File: src/rtl/hdp_config_sequencer.sv
// ---------------------------------------------------------------------------
// hdp_config_sequencer
//
// Walks an external init-table ROM of (address, data) pairs and issues one
// SPI register write per entry to the HDP SPI master, waiting for each write
// to complete and then idling for a programmable gap before the next entry.
// An entry whose address is 7'h7F terminates the walk early.
//
// Optional feature macro: SEQ_READBACK_VERIFY_EN
//   When defined, every write is followed by a readback of the same address.
//   A readback mismatch raises o_error, records the entry in o_errorIndex and
//   ends the sequence. When undefined, the read path is absent and
//   o_rxBegin, o_rxAddress, o_error and o_errorIndex are tied to 0.
//
// Ports:
//   i_clock, i_reset        clock, asynchronous active-high reset
//   i_start                 start request, honoured only while idle
//   o_busy, o_done          sequence in progress / one-cycle completion pulse
//   o_error, o_errorIndex   sticky readback failure flag and failing entry
//   o_romIndex              table read index
//   i_romAddress, i_romData table contents, one cycle after o_romIndex
//   o_txBegin/Address/Data  write request to the SPI master
//   i_txBusy, i_txDone      SPI write status
//   o_rxBegin, o_rxAddress  read request to the SPI master
//   i_rxData, i_rxBusy, i_rxDone  SPI read status and result
// ---------------------------------------------------------------------------
module hdp_config_sequencer #(
   parameter int INDEX_WIDTH = 4,
   parameter int NUM_ENTRIES = 16,
   parameter int GAP_CYCLES  = 100
) (
   input  logic                   i_clock,
   input  logic                   i_reset,
   input  logic                   i_start,
   output logic                   o_busy,
   output logic                   o_done,
   output logic                   o_error,
   output logic [INDEX_WIDTH-1:0] o_errorIndex,
   output logic [INDEX_WIDTH-1:0] o_romIndex,
   input  logic [6:0]             i_romAddress,
   input  logic [7:0]             i_romData,
   output logic                   o_txBegin,
   output logic [6:0]             o_txAddress,
   output logic [7:0]             o_txData,
   input  logic                   i_txBusy,
   input  logic                   i_txDone,
   output logic                   o_rxBegin,
   output logic [6:0]             o_rxAddress,
   input  logic [7:0]             i_rxData,
   input  logic                   i_rxBusy,
   input  logic                   i_rxDone
);

   localparam int GAP_WIDTH = (GAP_CYCLES > 1) ? $clog2(GAP_CYCLES) : 1;
   localparam logic [GAP_WIDTH-1:0]   GAP_LAST   = GAP_WIDTH'(GAP_CYCLES - 1);
   localparam logic [INDEX_WIDTH-1:0] LAST_INDEX = INDEX_WIDTH'(NUM_ENTRIES - 1);
   localparam logic [6:0]             TERMINATOR = 7'h7F;

   typedef enum logic [2:0] {
      IDLE,
      FETCH,
      ISSUE,
      WAIT_TX,
`ifdef SEQ_READBACK_VERIFY_EN
      ISSUE_RX,
      WAIT_RX,
`endif
      GAP,
      DONE
   } state_t;

   state_t                 state_reg, state_next;
   logic [INDEX_WIDTH-1:0] index_reg, index_next;
   // FETCH spans two cycles: phase 0 presents the index to the registered
   // ROM, phase 1 sees the ROM output and captures it.
   logic                   phase_reg, phase_next;
   logic [6:0]             address_reg, address_next;
   logic [7:0]             data_reg, data_next;
   logic [GAP_WIDTH-1:0]   gap_count_reg, gap_count_next;
   logic                   tx_begin;
   logic                   spi_idle;

`ifdef SEQ_READBACK_VERIFY_EN
   logic                   error_reg, error_next;
   logic [INDEX_WIDTH-1:0] error_index_reg, error_index_next;
   logic                   rx_begin;
`endif

   // The SPI master is not reset with us, so a transfer started before our
   // reset may still be running; never issue a request on top of it.
   assign spi_idle = !(i_txBusy || i_rxBusy);

   always_ff @(posedge i_clock or posedge i_reset) begin
      if (i_reset) begin
         state_reg       <= IDLE;
         index_reg       <= '0;
         phase_reg       <= 1'b0;
         address_reg     <= '0;
         data_reg        <= '0;
         gap_count_reg   <= '0;
`ifdef SEQ_READBACK_VERIFY_EN
         error_reg       <= 1'b0;
         error_index_reg <= '0;
`endif
      end else begin
         state_reg       <= state_next;
         index_reg       <= index_next;
         phase_reg       <= phase_next;
         address_reg     <= address_next;
         data_reg        <= data_next;
         gap_count_reg   <= gap_count_next;
`ifdef SEQ_READBACK_VERIFY_EN
         error_reg       <= error_next;
         error_index_reg <= error_index_next;
`endif
      end
   end

   always_comb begin
      state_next       = state_reg;
      index_next       = index_reg;
      phase_next       = phase_reg;
      address_next     = address_reg;
      data_next        = data_reg;
      gap_count_next   = gap_count_reg;
      tx_begin         = 1'b0;
`ifdef SEQ_READBACK_VERIFY_EN
      error_next       = error_reg;
      error_index_next = error_index_reg;
      rx_begin         = 1'b0;
`endif
      case (state_reg)
         IDLE: begin
            if (i_start) begin
               state_next       = FETCH;
               index_next       = '0;
               phase_next       = 1'b0;
`ifdef SEQ_READBACK_VERIFY_EN
               error_next       = 1'b0;
               error_index_next = '0;
`endif
            end
         end
         FETCH: begin
            if (!phase_reg) begin
               phase_next = 1'b1;
            end else begin
               phase_next = 1'b0;
               if (i_romAddress == TERMINATOR) begin
                  state_next = DONE;
               end else begin
                  address_next = i_romAddress;
                  data_next    = i_romData;
                  state_next   = ISSUE;
               end
            end
         end
         ISSUE: begin
            if (spi_idle) begin
               tx_begin   = 1'b1;
               state_next = WAIT_TX;
            end
         end
         WAIT_TX: begin
            if (i_txDone) begin
               gap_count_next = '0;
`ifdef SEQ_READBACK_VERIFY_EN
               state_next     = ISSUE_RX;
`else
               state_next     = GAP;
`endif
            end
         end
`ifdef SEQ_READBACK_VERIFY_EN
         ISSUE_RX: begin
            if (spi_idle) begin
               rx_begin   = 1'b1;
               state_next = WAIT_RX;
            end
         end
         WAIT_RX: begin
            if (i_rxDone) begin
               if (i_rxData == data_reg) begin
                  state_next = GAP;
               end else begin
                  error_next       = 1'b1;
                  error_index_next = index_reg;
                  state_next       = DONE;
               end
            end
         end
`endif
         GAP: begin
            if (gap_count_reg == GAP_LAST) begin
               gap_count_next = '0;
               // Compare before incrementing so a full-depth table ends on
               // its last entry instead of wrapping back to 0.
               if (index_reg == LAST_INDEX) begin
                  state_next = DONE;
               end else begin
                  index_next = index_reg + INDEX_WIDTH'(1);
                  phase_next = 1'b0;
                  state_next = FETCH;
               end
            end else begin
               gap_count_next = gap_count_reg + GAP_WIDTH'(1);
            end
         end
         DONE: begin
            state_next = IDLE;
         end
         default: begin
            state_next = IDLE;
         end
      endcase
   end

   assign o_busy      = (state_reg != IDLE);
   assign o_done      = (state_reg == DONE);
   assign o_romIndex  = index_reg;
   assign o_txBegin   = tx_begin;
   assign o_txAddress = address_reg;
   assign o_txData    = data_reg;

`ifdef SEQ_READBACK_VERIFY_EN
   assign o_rxBegin    = rx_begin;
   assign o_rxAddress  = address_reg;
   assign o_error      = error_reg;
   assign o_errorIndex = error_index_reg;
`else
   assign o_rxBegin    = 1'b0;
   assign o_rxAddress  = '0;
   assign o_error      = 1'b0;
   assign o_errorIndex = '0;

   // Read result inputs have no consumer without readback.
   logic unused_rx;
   assign unused_rx = ^{i_rxData, i_rxDone};
`endif

endmodule
File: config.mk
export PLATFORM = sky130hd
export DESIGN_NAME = hdp_config_sequencer
export DESIGN_NICKNAME = d
export VERILOG_FILES = /design/src/rtl/hdp_config_sequencer.sv
export SDC_FILE = /design/constraint.sdc
export NUM_CORES = 1
export LEC_CHECK = 0
export CAP_MARGIN = 20
export CORE_MARGIN = 2
export CORE_UTILIZATION = 25
export CTS_CLUSTER_SIZE = 40
export DETAILED_ROUTE_END_ITERATION = 10
export GPL_TIMING_DRIVEN = 0
export PLACE_DENSITY_LB_ADDON = 0.12
export SLEW_MARGIN = 10
export SYNTH_ARGS = -nofsm -noshare
export SYNTH_HDL_FRONTEND = slang
export SYNTH_SLANG_ARGS = --single-unit
File: constraint.sdc
create_clock -name i_clock -period 1.75 [get_ports i_clock]
set_input_delay 0.35 -clock i_clock [delete_from_list [all_inputs] [get_ports i_clock]]
set_output_delay 0.35 -clock i_clock [all_outputs]
set_load 0.02 [all_outputs]
### Yosys cells after proc, flatten, opt, wreduce, memory -nomap -nowiden

Index checks and enable logic that the tools add are counted.

| storage, ports and cells | value |
|---|---|
| flip-flop bits (word level) | 30 |
| input port bits | 30 |
| output and inout bits | 35 |
| logic and storage cells | 56 |

| cells by class | value |
|---|---|
| $add $sub $neg | 2 |
| eq/ne operators | 14 |
| muxes and demuxes | 22 |
| bitwise gates (word level) | 1 |
| reductions and logical operators | 11 |

Operators with widths:

| cell | number |
|---|---|
| 3-bit two-way mux | 7 |
| 3-bit one-hot mux with 5 select lines | 1 |
| 7-bit equality test, second input constant | 2 |
| 7-bit two-way mux | 2 |
| 7-bit one-hot mux with 2 select lines | 1 |
| 4-bit two-way mux | 3 |
| 2-bit inequality test, second input constant | 6 |
| 4-bit one-hot mux with 2 select lines | 1 |
| 4-bit AND reduction | 2 |
| 7-bit by 1-bit adder with 7-bit output, second input constant | 1 |
| 3-bit by 2-bit equality test with 1-bit output, second input constant | 2 |
| 3-bit equality test, second input constant | 2 |
| 1-bit two-way mux | 6 |
| 3-bit nonzero test | 2 |
| 5-bit AND reduction | 1 |
| 4-bit by 1-bit adder with 4-bit output, second input constant | 1 |
| 4-bit equality test, second input constant | 1 |
| 2-bit nonzero test | 2 |
| 3-bit by 1-bit equality test with 1-bit output, second input constant | 1 |
| 3-bit zero test | 1 |
| 1-bit one-hot mux with 3 select lines | 1 |
| 3-bit AND reduction | 1 |
| 2-bit AND reduction | 1 |
| 1-bit logical OR | 1 |
| 1-bit NOT | 1 |

### Longest topological paths before layout

| logic depth | value |
|---|---|
| word-level depth | 4 |
| depth in mapped cells | 6 |
| gate-level depth less buffers | 5 |

### Worst setup path after synthesis

OpenSTA, ideal clock, no wires.

| timing path | value |
|---|---|
| path kind | reg2reg |
| from | register gap_count_reg[0] |
| to | register index_reg[0], in the netlist o_romIndex[0] |
| library setup time | 125 ps |
| data arrival time | 1,441 ps |
| required time | 1,625 ps |
| path slack | 184 ps |
| cell stages (with the launch flop) | 6 |
| path buffers | 0 |
| clock period less this slack | 1,566 ps |
| cell sequence | dfrtp_1 > ha_1 > and2b_2 > a31oi_4 > nor2_2 > mux2_4 |

| on the way | value |
|---|---|
| cells in the longest elaborated chain, start to end | 3 |

Ends and longest elaborated chain:

| what | line | RTL |
|---|---|---|
| from (decl) | 79 | `logic [GAP_WIDTH-1:0] gap_count_reg, gap_count_next;` |
| from (signal assigned) | 111 | `gap_count_reg <= gap_count_next;` |
| 7-bit equality test | 194 | `if (gap_count_reg == GAP_LAST) begin` |
| 2-bit inequality test (no line) | n/a |  |
| 4-bit AND reduction (no line) | n/a |  |
| to (signal assigned) | 107 | `index_reg <= index_next;` |
| to (decl) | 73 | `logic [INDEX_WIDTH-1:0] index_reg, index_next;` |

No other way between the ends.
A chain may end at the register's enable or synchronous reset.

### Worst setup path in the final report

| timing path | value |
|---|---|
| from | register state_reg[0] |
| to | output port o_busy |

| on the way | value |
|---|---|
| cells in the longest elaborated chain, start to end | 1 |

Ends and longest elaborated chain:

| what | line | RTL |
|---|---|---|
| from (decl) | 72 | `state_t state_reg, state_next;` |
| from (signal assigned) | 106 | `state_reg <= state_next;` |
| 3-bit nonzero test | 218 | `assign o_busy = (state_reg != IDLE);` |
| to (decl) | 35 | `output logic o_busy,` |

No other way between the ends.

==> results.txt <==
The die boundary width is 86.2 um. The clock input transition at the sequential cells of the worst setup and hold paths is 70 ps. The final count of hold timing violations is 0. The share of flip-flops with an asynchronous set or reset came out at 100%. Counting instances in the post-synthesis netlist gives the leading cell types as 30 x sky130_fd_sc_hd__dfrtp_1, 14 x sky130_fd_sc_hd__nand2_1, 13 x sky130_fd_sc_hd__buf_4. CTS placed an instance of sky130_fd_sc_hd__clkbuf_8 at the clock tree root.

The longest clock path from root to sink contains 2 buffers. The number of antenna violations at the first check in global routing came out at 0. The vias per cell is 4.55. TritonCTS built the clock tree. After layout, the minimum clock period comes to 1730 ps.

The register with the most flip-flops in the layout has 8 of them. The quantity of I/O buffers inserted on ports came out at 42. The total power per unit cell area came out at 1670 mW/mm^2. The number of H-tree branching levels came out at 2. The switching power is 1530 uW. After detailed placement, the total cell area comes to 0.00225 mm^2. The height of the die is 86.2 um.

The largest individual stage delay along the critical path comes from the cell sky130_fd_sc_hd__dfrtp_2. The total via count after detailed routing is 1,360. The design internal power is 2490 uW. The worst path uses 98.6% of the clock period. Based on the critical path, the design can be clocked at up to 0.580 GHz. The final hold slack is 484 ps. The detail-routed net length per standard cell came out at 12.9 um. The endpoint kind of the worst setup timing path is a primary output. In this design, the stage delay of the slowest critical-path cell is 400 ps.

The average footprint of a synthesized cell came out at 10.8 um^2. The number of nets with antenna violations after routing came out at 0. Sequential elements use 44.4% of the synthesized area.

The area of the die came out at 0.00744 mm^2. The number of distinct library cells after synthesis is 43. The worst setup slack after placement came out at -392 ps. The total number of clock tree sinks is 30. The worst-margin pin slew came out at 664 ps. In this run the worst hold path is classified as input pin to async pin. The clock tree skew after final layout came out at 3.94 ps. In this run the worst path has a maximum fanout of 10. The most used flip-flop cell after synthesis is sky130_fd_sc_hd__dfrtp_1. After synthesis, the largest area contributor takes up 44.4% of total cell area. Together, buffers and inverters on the worst path number 2.

The iteration count of the initial detailed-routing pass came out at 4. The antenna cell count is 0. The count of max-cap constraint violations is 0. The largest net degree at the start of global routing is 31.

Sequential cells account for 29.8% of the total power. Yosys mapped a number of flops with a built-in enable equal to 0. Hold repair after CTS inserted 0 buffers. The number of primary I/O pins came out at 65. The signal arrival time at the worst endpoint is 1380 ps.

The clock network latency to the later pin of the worst-skew pair is 280 ps. The count of cells in the finished layout, fillers not included, comes to 299. For this block, the initial DRC count from the detailed router was 94. The final count of pins violating max slew is 0. The critical path data required time came out at 1400 ps. The DRC violation count after routing came out at 0. The worst setup path is launched from a flop. The cell count after placement is 288. The global-route wire length before repair is 6400 um. At the end of routability-driven placement, the weighted congestion stood at 0.717.

The synthesized design spends more area on one cell type than any other, namely sky130_fd_sc_hd__dfrtp_1. The final wirelength came out at 3850 um. Combinational logic is responsible for 55.6% of the overall power. In the post-synthesis netlist, the cell with the most instances is sky130_fd_sc_hd__dfrtp_1. The number of global-route vias before repair came out at 1,305. The core region area came out at 0.00646 mm^2. The run finished with clean final reports. The critical path starts at state_reg[0].

The static leakage came out at 0.00107 uW. The net count of the finished layout came out at 253. The relative max-transition margin came out at 55.6%.

In this run the cell area of the synthesized design comes to 0.00169 mm^2. The worst-case IR drop observed on VDD is 700 uV. The critical path is of the flop to primary output type. Once the floorplan was initialized, standard cells occupied 26.2% of the core. The total global-route track usage came out at 11.1%. Yosys printed 0 warnings.

The final non-filler cell area came out at 0.00240 mm^2. Setup violations remaining at the end of the flow were counted as 0. The slack of the critical path came out at 25.0 ps.

Among cell families on the critical path, the largest total delay comes from flip-flops. After synthesis, the cell types taking the most area are sky130_fd_sc_hd__dfrtp_1 44%, sky130_fd_sc_hd__mux2_4 7.1%, sky130_fd_sc_hd__mux2_2 6.0%, sky130_fd_sc_hd__buf_4 5.8%, sky130_fd_sc_hd__nand2_1 3.1%. The half-perimeter wire length after detailed placement is 2840 um. The flop and latch count out of synthesis is 30. The number of instances in the synthesized netlist came out at 157. The ratio of cells with drive above 1 in the final layout is 28.4%.

The fraction of power spent switching nets came out at 38.0%. Walking the worst path, the cells encountered are buf_4, or3_4, buf_6. The number of CTS-inserted buffers came out at 5.

The portion of total power attributed to the clock network came out at 14.6%. The reg-to-reg critical path startpoint is gap_count_reg[0]. The floorplan has 29 rows. The final global-route overflow total is 0. The signed area change from the synthesized netlist to the final layout is 42.3%.
repair_timing:
| action | CTS | global route |
|---|---|---|
| endpoints found under the hold margin | 0 | 0 |
| pin swaps | 2 | 2 |
| setup buffers | 1 | 3 |
| gates resized for setup | 22 | 9 |
| endpoints found under the setup margin | 13 | 9 |
layer usage:
layer	wire (um)	part of all wire, %	vias to the layer above	global-route usage (%)
li1	-	-	666	-
met1	1740	45	644	14.2
met2	1870	49	42	17.9
met3	163	4.2	8	2.67
met4	80	2.1	0	4.69
met5	0	0	-	0
area by class of cell:
type                       count  area (um^2)
timing repair buffer          46          448
clock buffer                   7         86.3
clock inverter                 1         5.00
buffer                        17          144
inverter                       4         15.0
multi-input combinational    117          858
tap                           77         96.3
fill                         650         4050
sequential                    30          752
power by group through the flow:
stage | clock network [uW] | logic (uW) | registers, uW
global placement | 0 | 2090 | 1210
CTS | 609 | 2190 | 1210
detailed placement | 0 | 2080 | 1210
finish | 587 | 2230 | 1190
floorplan | 0 | 1130 | 1430
global route | 645 | 2410 | 1240
cells in the final DEF (no fill, tap or decap), drive strengths merged, types with 3 or more instances in the layout:
cell type | Yosys | routed
conb | 1 | 13
nor2b | 3 | 3
inv | 4 | 4
nand3 | 7 | 7
a31oi | 5 | 5
a21oi | 7 | 7
nand2 | 14 | 14
clkbuf | 1 | 7
nand2b | 4 | 4
mux2 | 17 | 17
nor3 | 4 | 4
buf | 17 | 24
o21ai | 7 | 7
clkdlybuf4s50 | 0 | 39
o31ai | 4 | 4
nor2 | 9 | 9
dfrtp | 30 | 30
metrics by stage:
stage | TNS [ps] | util (%) | total power, uW
after floorplan | 0 | - | 2560
after global placement | -9400 | 34.9 | 3310
after detailed placement | -5290 | 34.9 | 3290
after CTS | -65.8 | 36.8 | 4000
after global routing | -3.30 | 37.2 | 4290
final | 0 | 37.2 | 4010
cell families (layout without fill, tap and decap cells):
group                      count (synthesis)  count (layout)  share of synthesized area (%)
buffers and inverters                     22              75                           8.81
and+or+nand+nor                           52              52                           17.3
muxes                                     17              17                           13.1
DFF                                       30              30                           44.4
other                                      1              13                          0.222
adders and majority gates                  2               2                           1.48
xor gates and xnor gates                   1               1                          0.518
AOI/OAI and AO/OA                         32              32                           14.1
worst paths after layout:
| path | end | slack, ps | depth (start not counted) |
|---|---|---|---|
| min in group i_clock | gap_count_reg[6] | 490 | 1 |
| hold / removal | o_txData[2] | 480 | 2 |
| setup / recovery | o_busy | 20 | 3 |
| max in group asynchronous | state_reg[0] | 800 | 2 |
| hold reg to reg | gap_count_reg[6] | 490 | 1 |
| setup reg to reg | o_romIndex[0] | 70 | 5 |
worst reg2reg max path, cell delays in order, from the launching register on:
cell	delay, ps
sky130_fd_sc_hd__dfrtp_1	410
sky130_fd_sc_hd__ha_1	250
sky130_fd_sc_hd__and2b_2	270
sky130_fd_sc_hd__a31oi_4	250
sky130_fd_sc_hd__nor2_2	90
sky130_fd_sc_hd__mux2_4	300
Power figures use the tool's default switching activity.
